## config.mk

```make
export PLATFORM = sky130hd
export DESIGN_NAME = mem_arbiter
export DESIGN_NICKNAME = d
export VERILOG_FILES = /design/src/rtl/mem_arbiter_pkg.sv /design/src/rtl/mem_arbiter.sv
export SDC_FILE = /design/constraint.sdc
export NUM_CORES = 1
export LEC_CHECK = 0
export ABC_AREA = 1
export CORE_AREA = 4 4 280 282
export CTS_BUF_LIST = sky130_fd_sc_hd__clkbuf_8
export CTS_CLUSTER_DIAMETER = 100
export CTS_CLUSTER_SIZE = 25
export DETAILED_ROUTE_END_ITERATION = 10
export DIE_AREA = 0 0 284 286
export PLACE_DENSITY_LB_ADDON = 0.08
export SETUP_SLACK_MARGIN = 0.5
export SLEW_MARGIN = 20
export SYNTH_ARGS = -nofsm -noshare
export SYNTH_HDL_FRONTEND = slang
export SYNTH_SLANG_ARGS = --single-unit
```

## constraint.sdc

```tcl
create_clock -name clk -period 4.61 [get_ports clk]
set_clock_uncertainty 0.1 [all_clocks]
set_input_delay 0.922 -clock clk [delete_from_list [all_inputs] [get_ports clk]]
set_output_delay 0.922 -clock clk [all_outputs]
set_load 0.02 [all_outputs]
```

## src/rtl/mem_arbiter_pkg.sv

```systemverilog
// Shared constants for the I/D cache to memory arbiter.
// Line/address widths, FSM state codes and grant-side codes.
package mem_arbiter_pkg;

    localparam int ADDR_W = 28;
    localparam int LINE_W = 128;

    localparam logic [1:0] IDLE   = 2'd0;
    localparam logic [1:0] I_BUSY = 2'd1;
    localparam logic [1:0] D_BUSY = 2'd2;

    localparam logic GNT_I = 1'b0;
    localparam logic GNT_D = 1'b1;

endpackage

```

## src/rtl/mem_arbiter.sv

```systemverilog
// Two-to-one arbiter sharing one slow line-wide memory port
// between the instruction cache and the data cache.
import mem_arbiter_pkg::*;

module mem_arbiter (
    input  logic              clk,
    input  logic              rst_n,
    input  logic              i_read,
    input  logic [ADDR_W-1:0] i_addr,
    output logic [LINE_W-1:0] i_rdata,
    output logic              i_ready,
    input  logic              d_read,
    input  logic              d_write,
    input  logic [ADDR_W-1:0] d_addr,
    input  logic [LINE_W-1:0] d_wdata,
    output logic [LINE_W-1:0] d_rdata,
    output logic              d_ready,
    output logic              mem_read,
    output logic              mem_write,
    output logic [ADDR_W-1:0] mem_addr,
    output logic [LINE_W-1:0] mem_wdata,
    input  logic [LINE_W-1:0] mem_rdata,
    input  logic              mem_ready
);

    logic [1:0] state_q;
    logic [1:0] state_d;
    logic       last_grant_q;
    logic       grant_v;
    logic       grant_side;
    logic       i_req;
    logic       d_req;

    assign i_req   = i_read;
    assign d_req   = d_read | d_write;
    assign grant_v = (state_q == IDLE) && (i_req || d_req);

    // On contention, alternate away from whichever side won last.
    always_comb begin
        grant_side = GNT_I;
        unique case (1'b1)
            (i_req && d_req):
                grant_side = (last_grant_q == GNT_I) ? GNT_D : GNT_I;
            (d_req && !i_req):
                grant_side = GNT_D;
            default:
                grant_side = GNT_I;
        endcase
    end

    always_ff @(posedge clk or negedge rst_n) begin
        if (!rst_n) begin
            state_q <= IDLE;
        end else begin
            state_q <= state_d;
        end
    end

    always_comb begin
        state_d = state_q;
        unique case (state_q)
            IDLE: begin
                if (grant_v)
                    state_d = (grant_side == GNT_D) ? D_BUSY : I_BUSY;
            end
            I_BUSY, D_BUSY: begin
                if (mem_ready)
                    state_d = IDLE;
            end
            default: state_d = IDLE;
        endcase
    end

    always_comb begin
        i_ready = (state_q == I_BUSY) && mem_ready;
        d_ready = (state_q == D_BUSY) && mem_ready;
        i_rdata = mem_rdata;
        d_rdata = mem_rdata;
    end

    // Write wins over read if the D cache ever raises both.
    always_ff @(posedge clk or negedge rst_n) begin
        if (!rst_n) begin
            last_grant_q <= GNT_I;
            mem_read     <= 1'b0;
            mem_write    <= 1'b0;
            mem_addr     <= '0;
            mem_wdata    <= '0;
        end else if (grant_v) begin
            last_grant_q <= grant_side;
            if (grant_side == GNT_D) begin
                mem_read  <= d_read & ~d_write;
                mem_write <= d_write;
                mem_addr  <= d_addr;
                mem_wdata <= d_wdata;
            end else begin
                mem_read  <= 1'b1;
                mem_write <= 1'b0;
                mem_addr  <= i_addr;
            end
        end else if (state_q != IDLE && mem_ready) begin
            mem_read  <= 1'b0;
            mem_write <= 1'b0;
        end
    end

endmodule

```

==> flow_summary_export.csv, run 1 <==
group,metric,value,unit
route,drc,0,
worst_setup_path,cpPeakStageDelay,0.60,ns
timing,fin_crit_sh,69.42,%
logic_synthesis,synth_top_area_cell,"dfrtp_1",
timing,setup_viol,0,
logic_synthesis,ys_ff_latch,161,
worst_setup_path,required,3.59,ns
logic_synthesis,synth.top_cell.area_share,45.62,%
route,detail_route.wl_per_cell,17.45,um
global_routing,overflow,0,
route,wl,37.58,mm
route,drtIter0Drc,246,
clock_tree,htree_levels,4,
clock_tree,cts_hold_buffers,0,
logic_synthesis,syn_nets,1416,
status,status,"completed",
final_layout,regArea,0.004029,mm2
clock_tree,clkTransAtPathRegs,0.11,ns
timing,slew_headroom,47.87,%
logic_synthesis,yosysWarnings,0,
timing,fin_crit,3.200,ns
logic_synthesis,synthMuxAreaShare,0,%
place,place_inst,2121,
timing,hold_viol,0,
worst_hold_path,hp-class,"primary input to async pin",
clock_tree,clk_latency,0.54,ns
worst_setup_path,worst-path-buf-inv,3,
worst_setup_path,crit_top_cell,"clkdlybuf4s50_1",
worst_setup_path,r2r-end,"mem_addr[1]",
worst_setup_path,crit_type,"primary input to output pin",
pwr,ir_drop,335.3,uV
clock_tree,root_buffer,"clkbuf_8",
worst_setup_path,r2r_start,"state_q[0]",
die,dieArea,0.08122,mm2
final_layout,layout-drive-gt1-share,4.429,%
clock_tree,cts_resized,0,
place,gp_congestion,0.6859,
route,vias,6916,
die,die_w,284,um
route,via_per_inst,3.212,
timing,worst_pin_slew,0.7819,ns
global_routing,grt_max_degree,130,
global_routing,track_usage,9.206,%
clock_tree,clockBufferDepth,2,
clock_tree,cts_sinks,161,
clock_tree,cts_buffers,17,
worst_setup_path,cp_top_family,"buffers and inverters",
logic_synthesis,synth_top_family_by_area,"buffers and inverters",
final_layout,multi_input_area,0.002380,mm2
worst_setup_path,reg2reg_slack,2.05,ns
worst_setup_path,arrival,2.18,ns
worst_setup_path,path_cells,"clkdlybuf4s50_1, nand2_1, inv_1, clkdlybuf4s50_1",
final_layout,area_growth_syn_to_layout,35.00,%
final_layout,final_cell_count_no_fill,2153,
global_routing,antenna_found_initial,1,
logic_synthesis,synth.yosys.seq_area_share,45.62,%
logic_synthesis,synth_xor_area_share,0,%
logic_synthesis,synthSimpleGateAreaFrac,25.94,%
die,coreArea,0.07570,mm2
final_layout,nets,1483,
logic_synthesis,synthTopCellsByArea,"dfrtp_1, buf_4, nand2_1, nand3_1, inv_1",
pwr,pwr_density_cell,696.3,mW/mm2
final_layout,mostFrequentLayoutCells,"nand2_1, clkdlybuf4s50_1, nand3_1",
pwr,leakagePower,5.485,nW
route,first_pass_iters,4,
worst_setup_path,path_max_fanout,4,
clock_tree,postCtsSetupRepairBufs,0,
timing,drv_slew,0,
logic_synthesis,synth_compound_area_share,0.3117,%
worst_setup_path,start_kind,"primary input",
place,numPortBuffers,349,
timing,max_freq,312.5,MHz
clock_tree,cts_tree,"done",
final_layout,final_common_cell,"nand2_1",
logic_synthesis,syn_area,0.008831,mm2
global_routing,grt_pass1_wl,54.53,mm
timing,finalSetupTns,0,ns
route,ant_nets,0,
worst_setup_path,rr_worst_depth,7,
place,hpwl,26.03,mm
worst_setup_path,end_kind,"output pin",
final_layout,fill_cells,8590,
timing,grt_setup_unrepaired,"no",
worst_setup_path,worst_path_max_delay_cell,"clkdlybuf4s50_1",
die,start_util,11.67,%
die,ios,734,
run,max_cap_violations,0,
logic_synthesis,synth_cells,1095,
global_routing,grt_pass1_vias,7445,
logic_synthesis,synth_adder_area_share,0.4250,%
logic_synthesis,synth_cell_types,16,
die,die_y,286,um
die,num_rows,101,
logic_synthesis,syn_avg_cell_area,8.065,um2
[how the worst max path moves through the flow]
stage	from	to	slack, ns	cells past startpoint
floorplan	mem_ready	d_ready	2.50	2
global placement	d_read	mem_addr[0]	1.17	7
detailed placement	i_read	mem_wdata[30]	1.37	9
CTS	mem_ready	d_ready	1.39	4
global route	mem_ready	d_ready	1.33	4
finish	mem_ready	i_ready	1.41	4
[cell usage after synthesis]
library cell / n
buf_2: 38
clkbuf_1: 12
o21ai_2: 1
nand2_2: 1
inv_1: 65
nand2_1: 355
a21oi_2: 1
buf_1: 5
dfrtp_1: 161
ha_1: 3
o21ai_0: 1
nand3_1: 188
nor2_1: 3
inv_2: 1
o21ai_1: 1
buf_4: 259
[routing by layer]
metal / GRT usage (%) / vias to the layer above / share of wire, %
met5: 0 / - / 0
met4: 3.888 / 0 / 3.0
met3: 5.378 / 76 / 11
met2: 14.28 / 356 / 45
met1: 10.30 / 3219 / 41
li1: - / 3265 / -
[cell type report]
class / count / share of cell area (%)
timing repair buffer: 362 / 30.57
antenna: 1 / 0.02099
clock inverter: 14 / 1.322
clock buffer: 17 / 1.963
multi-input combinational: 554 / 19.96
tap: 978 / 10.26
inverter: 66 / 2.099
sequential: 161 / 33.80
[kinds of logic after synthesis]
| logic type | count (synthesis) |
|---|---|
| adders and majority gates | 3 |
| buffers and inverters | 380 |
| DFF | 161 |
| and+or+nand+nor | 547 |
| AOI/OAI and AO/OA | 4 |
[worst reg2reg max path, delay by kind of cell, from the launching register on]
kind,cells,cell delay [ns]
AOI/OAI and AO/OA,1,0.58
adders and majority gates,1,0.47
buffers and inverters,3,0.71
DFF,1,0.42
and+or+nand+nor,2,0.24
[per-stage QoR]
stage               cell area [um2]  utilization (%)  total power [W]  hold WS, ns  worst slack (ns)
detailed placement            11530            15.23         0.007324       0.3571             1.366
finish                        11920            15.75         0.008301       0.2317             1.410
global placement              11520            15.23         0.007346       0.3548             1.171
floorplan                      8831                -         0.005127       0.3422             2.496
global route                  11920            15.75         0.009023       0.2117             1.331
CTS                           11920            15.75         0.008624       0.1986             1.393
[state kept, by name, indices dropped and copies added (netlist names)]
name	cells
last_grant_q	1
mem_wdata	128
mem_read	1
mem_addr	28
mem_write	1
state_q	2
[where the power goes]
part           total [W]  internal, W  switching (W)  leakage [nW]
combinational    0.00462      0.00185        0.00277          3.32
sequential       0.00249      0.00212       0.000376          1.97
clock            0.00119     0.000488       0.000701         0.195
No activity file was read; power rests on OpenSTA's default activity.
==> run 2, diff against run 1 <==
CORE_AREA = 4 4 281 283   (was 4 4 280 282)
DIE_AREA = 0 0 285 287   (was 0 0 284 286)
clock period = 2.62 ns   (was 4.61 ns; I/O delays follow)
==> flow_summary_export.csv, run 2 (synthesis results as in run 1) <==
group,metric,value,unit
timing,fin_crit_sh,79.64,%
pwr,ir_drop,324.5,uV
global_routing,overflow,0,
worst_setup_path,end_kind,"output pin",
status,status,"completed",
route,first_pass_iters,4,
route,detail_route.wl_per_cell,16.86,um
global_routing,grt_pass1_vias,7460,
route,wl,37.60,mm
place,place_inst,2196,
die,dieArea,0.08180,mm2
route,vias,7024,
timing,max_freq,479.2,MHz
place,numPortBuffers,349,
pwr,internal_power,0.007049,W
final_layout,final_cell_count_no_fill,2230,
clock_tree,cts_buffers,17,
timing,timing.final.ws_setup,0.5333,ns
pwr,pwr-share-clk,14.6,%
die,num_rows,102,
pwr,power_frac_seq,31.4,%
clock_tree,clk_latency,0.53,ns
worst_hold_path,hp-class,"flip-flop to flip-flop",
pwr,switching_power,0.006787,W
route,via_per_inst,3.150,
timing,finalSetupTns,0,ns
pwr,pwr_density_cell,1151,mW/mm2
run,max_cap_violations,0,
timing,setup_viol,0,
die,die_w,285,um
clock_tree,cts_tree,"done",
timing,fin_crit,2.087,ns
pwr,netSwitchingFraction,49.05,%
pwr,leakagePower,5.921,nW
final_layout,final_common_cell,"nand2_1",
worst_setup_path,path_max_fanout,3,
clock_tree,root_buffer,"clkbuf_8",
final_layout,fin_util,15.67,%
final_layout,nets,1497,
worst_hold_path,holdCritStartpoint,"mem_wdata[13]",
place,preCtsSetupSlack,0.1635,ns
timing,worst_pin_slew,0.5939,ns
worst_setup_path,start_kind,"flip-flop",
clock_tree,htree_levels,4,
final_layout,top_regs,"mem_wdata x128, mem_addr x28, state_q x2",
worst_setup_path,crit_type,"flip-flop to output pin",
final_layout,top_register,"mem_wdata",
die,die_y,287,um
worst_setup_path,arrival,1.46,ns
timing,hold_viol,0,
global_routing,track_usage,9.005,%
place,gp_congestion,0.6763,
timing,grt_setup_unrepaired,"yes",
die,start_util,11.51,%
worst_setup_path,cp-startpoint,"state_q[0]",
worst_setup_path,r2r_start,"state_q[0]",
final_layout,layout-drive-gt1-share,6.476,%
die,ios,734,
global_routing,grt_max_degree,50,
worst_setup_path,required,2.00,ns
timing,slew_headroom,60.41,%
die,coreArea,0.07670,mm2
pwr,combPwrFrac,53.9,%
clock_tree,postCtsSetupRepairBufs,0,
route,ant_nets,0,
clock_tree,clkTransAtPathRegs,0.11,ns
clock_tree,clockBufferDepth,2,
route,drtIter0Drc,230,
timing,drv_slew,0,
final_layout,largest_reg_flops,128,
final_layout,fill_cells,8805,
clock_tree,cts_sinks,161,
final_layout,area_growth_syn_to_layout,36.06,%
place,hpwl,26.76,mm
route,drc,0,
global_routing,grt_pass1_wl,53.68,mm
global_routing,antenna_found_initial,7,
final_layout,mostFrequentLayoutCells,"nand2_1, nand3_1, clkdlybuf4s50_1",
## run 2: final cells by class
| type | instances | area [um2] | share of cell area, % |
|---|---|---|---|
| sequential | 161 | 4030 | 33.54 |
| antenna | 1 | 2.502 | 0.02083 |
| inverter | 66 | 250.2 | 2.083 |
| multi-input combinational | 554 | 2407 | 20.04 |
| clock buffer | 17 | 234.0 | 1.947 |
| timing repair buffer | 376 | 3642 | 30.31 |
| clock inverter | 15 | 147.6 | 1.229 |
| tap | 1040 | 1301 | 10.83 |
## run 2: worst max-delay path, stage by stage, from the launching register on
cell     delay (ns)
dfrtp_1        0.45
inv_2          0.12
ha_4           0.15
nand2_2        0.05
inv_2          0.05
buf_6          0.10
## run 2: layer usage
layer  track usage (%)  up-vias  routed length, um
met5                 0        -                 47
met1             11.06     3277              16440
met3             4.703       90               3904
li1                  -     3287                  -
met4             4.030        8               1221
met2             13.06      362              15980
## run 2: stage by stage
stage | instance area (um2) | total power, W | hold slack [ns]
after floorplan | 8831 | 0.009021 | 0.1284
after global placement | 11790 | 0.01309 | 0.3533
after detailed placement | 11790 | 0.01304 | 0.3580
after CTS | 11990 | 0.01436 | 0.3260
after global routing | 12010 | 0.01509 | 0.3485
final | 12020 | 0.01384 | 0.3709
## run 2: what timing repair did
item,4_1_cts,5_1_grt
endpoints found under the hold margin,39,0
pin swaps,0,1
gates resized for setup,165,19
hold buffers,1,0
endpoints found under the setup margin,160,4
## run 2: power by group through the flow
stage / registers (W) / clock network, W / logic [W]
floorplan: 0.00586 / 0 / 0.00316
global placement: 0.00444 / 0 / 0.00864
detailed placement: 0.00445 / 0 / 0.00860
CTS: 0.00437 / 0.00222 / 0.00777
global route: 0.00451 / 0.00230 / 0.00828
finish: 0.00435 / 0.00202 / 0.00746
## run 2: final timing paths
| kind | end | slack (ns) | cells past startpoint |
|---|---|---|---|
| max | d_ready | 0.53 | 5 |
| min | mem_wdata[13] | 0.37 | 2 |
| max reg2reg | mem_addr[10] | 0.68 | 7 |
| min reg2reg | mem_wdata[13] | 0.37 | 2 |
| max in group asynchronous | mem_wdata[47] | 1.32 | 3 |
| min in group asynchronous | mem_wdata[120] | 0.47 | 2 |
==> run 3, diff against run 2 <==
CORE_AREA = 4 4 280 282   (was 4 4 281 283)
DIE_AREA = 0 0 284 286   (was 0 0 285 287)
clock period = 2.2 ns   (was 2.62 ns; I/O delays follow)
==> flow_summary_export.csv, run 3 (synthesis results as in run 1) <==
group,metric,value,unit
status,status,"completed",
die,die_y,286,um
pwr,pwr_density_cell,1583,mW/mm2
route,wl,44.50,mm
timing,worst_pin_slew,0.4192,ns
worst_setup_path,arrival,1.44,ns
worst_hold_path,hp-class,"primary input to async pin",
clock_tree,root_buffer,"clkbuf_8",
clock_tree,clkTransAtPathRegs,0.11,ns
global_routing,antenna_found_initial,3,
timing,timing.final.ws_setup,0.2156,ns
pwr,finalPower,0.02265,W
final_layout,top_register,"mem_wdata",
timing,fin_crit_sh,90.20,%
pwr,ir_drop,444.4,uV
final_layout,nets,1623,
route,first_pass_iters,4,
final_layout,regArea,0.004034,mm2
final_layout,final_common_cell,"nand2_1",
die,die_w,284,um
worst_setup_path,required,1.66,ns
worst_setup_path,start_kind,"flip-flop",
route,drtIter0Drc,251,
run,max_cap_violations,0,
timing,hold_viol,0,
place,preCtsSetupSlack,-0.09737,ns
final_layout,final_cell_count_no_fill,2293,
final_layout,top_regs,"mem_wdata x128, mem_addr x28, state_q x2",
clock_tree,cts_tree,"done",
clock_tree,htree_levels,4,
place,gp_congestion,0.6814,
worst_setup_path,path_max_fanout,3,
worst_setup_path,end_kind,"output pin",
route,vias,7607,
global_routing,overflow,0,
pwr,leakagePower,6.909,nW
timing,finalSetupTns,0,ns
route,detail_route.wl_per_cell,19.41,um
timing,setup_viol,0,
final_layout,largest_reg_flops,128,
die,ios,734,
clock_tree,cts_buffers,17,
die,coreArea,0.07570,mm2
global_routing,grt_max_degree,76,
clock_tree,clockBufferDepth,2,
final_layout,mostFrequentLayoutCells,"nand2_1, clkdlybuf4s50_1, buf_6",
die,num_rows,101,
final_layout,fill_cells,8485,
route,drc,0,
final_layout,multi_input_area,0.002848,mm2
die,dieArea,0.08122,mm2
place,numPortBuffers,349,
clock_tree,cts_sinks,161,
final_layout,layout-drive-gt1-share,34.78,%
clock_tree,clk_latency,0.54,ns
timing,max_freq,503.9,MHz
timing,drv_slew,0,
place,hpwl,27.16,mm
route,ant_nets,0,
final_layout,fin_util,18.91,%
die,start_util,11.67,%
timing,fin_crit,1.984,ns
global_routing,grt_pass1_vias,7826,
global_routing,grt_pass1_wl,54.86,mm
worst_setup_path,crit_type,"flip-flop to output pin",
timing,slew_headroom,72.05,%
timing,grt_setup_unrepaired,"yes",
place,place_inst,2137,
final_layout,area_growth_syn_to_layout,62.07,%
global_routing,track_usage,9.191,%
route,via_per_inst,3.317,
## run 3: changes by cell type in the layout (fill, tap and decap cells not counted), moves of 4 or more
cell           delta
nand2_8           +4
buf_16            +5
buf_4            +75
buf_12            +5
nand3_4           +4
nand2_1          -65
nand3_2          +25
buf_6           +169
dlygate4sd2_1   -156
nand2_2          +62
buf_8             +4
inv_6             -4
nand3_1          -29
clkbuf_16        +22
## run 3: metal layers
metal  wire (um)  GRT usage, %  vias up  part of all wire, %
li1            -             -     3548                    -
met1       18040         10.10     3606                   41
met2       21260         14.80      365                   48
met3        4045         4.996       84                  9.1
met4        1125         3.825        4                  2.5
met5          26             0        -                0.058
## run 3: per-stage QoR
step / area, um2 / hold WS [ns]
6_report: 14310 / 0.3033
5_1_grt: 14310 / 0.2706
4_1_cts: 12660 / 0.2316
3_5_place_dp: 11770 / 0.3291
3_3_place_gp: 11770 / 0.3263
2_1_floorplan: 8831 / 0.04441
## run 3: area by class of cell
type / count / area share [%]
timing repair buffer: 499 / 38.99
sequential: 161 / 28.18
multi-input combinational: 557 / 19.90
tap: 978 / 8.550
clock buffer: 19 / 1.827
inverter: 66 / 1.766
clock inverter: 12 / 0.7693
antenna: 1 / 0.01748
## run 3: critical path, cell delays in order, from the launching register on
cell and delay, ns:
dfrtp_2 0.46, inv_2 0.09, ha_4 0.15, nand2_2 0.05, inv_2 0.05, buf_6 0.10
## run 3: final timing paths
| kind | from | endpoint | slack [ns] | cells after the start |
|---|---|---|---|---|
| min in group clk | d_wdata[22] | mem_wdata[22] | 0.34 | 3 |
| max in group asynchronous | rst_n | mem_wdata[29] | 1.00 | 3 |
| worst max-delay path | state_q[0] | d_ready | 0.22 | 5 |
| worst max register to register | state_q[0] | mem_wdata[107] | 0.34 | 9 |
| worst min-delay path | rst_n | mem_wdata[70] | 0.30 | 2 |
| worst min register to register | mem_wdata[122] | mem_wdata[122] | 0.38 | 2 |
## run 3: report_power, final
part | leakage [nW] | internal, W | switching (W)
sequential | 1.97 | 0.00445 | 0.00114
combinational | 4.75 | 0.00721 | 0.00749
clock | 0.186 | 0.000950 | 0.00141
## run 3: what timing repair did
action                                  in CTS  in global routing
gates resized for setup                   1006                143
endpoints found under the setup margin     320                311
pin swaps                                    2                 13
hold endpoints to repair                    31                  0
cloned                                       0                 35
hold buffers                                 1                  0
buffers inserted                            33                 55
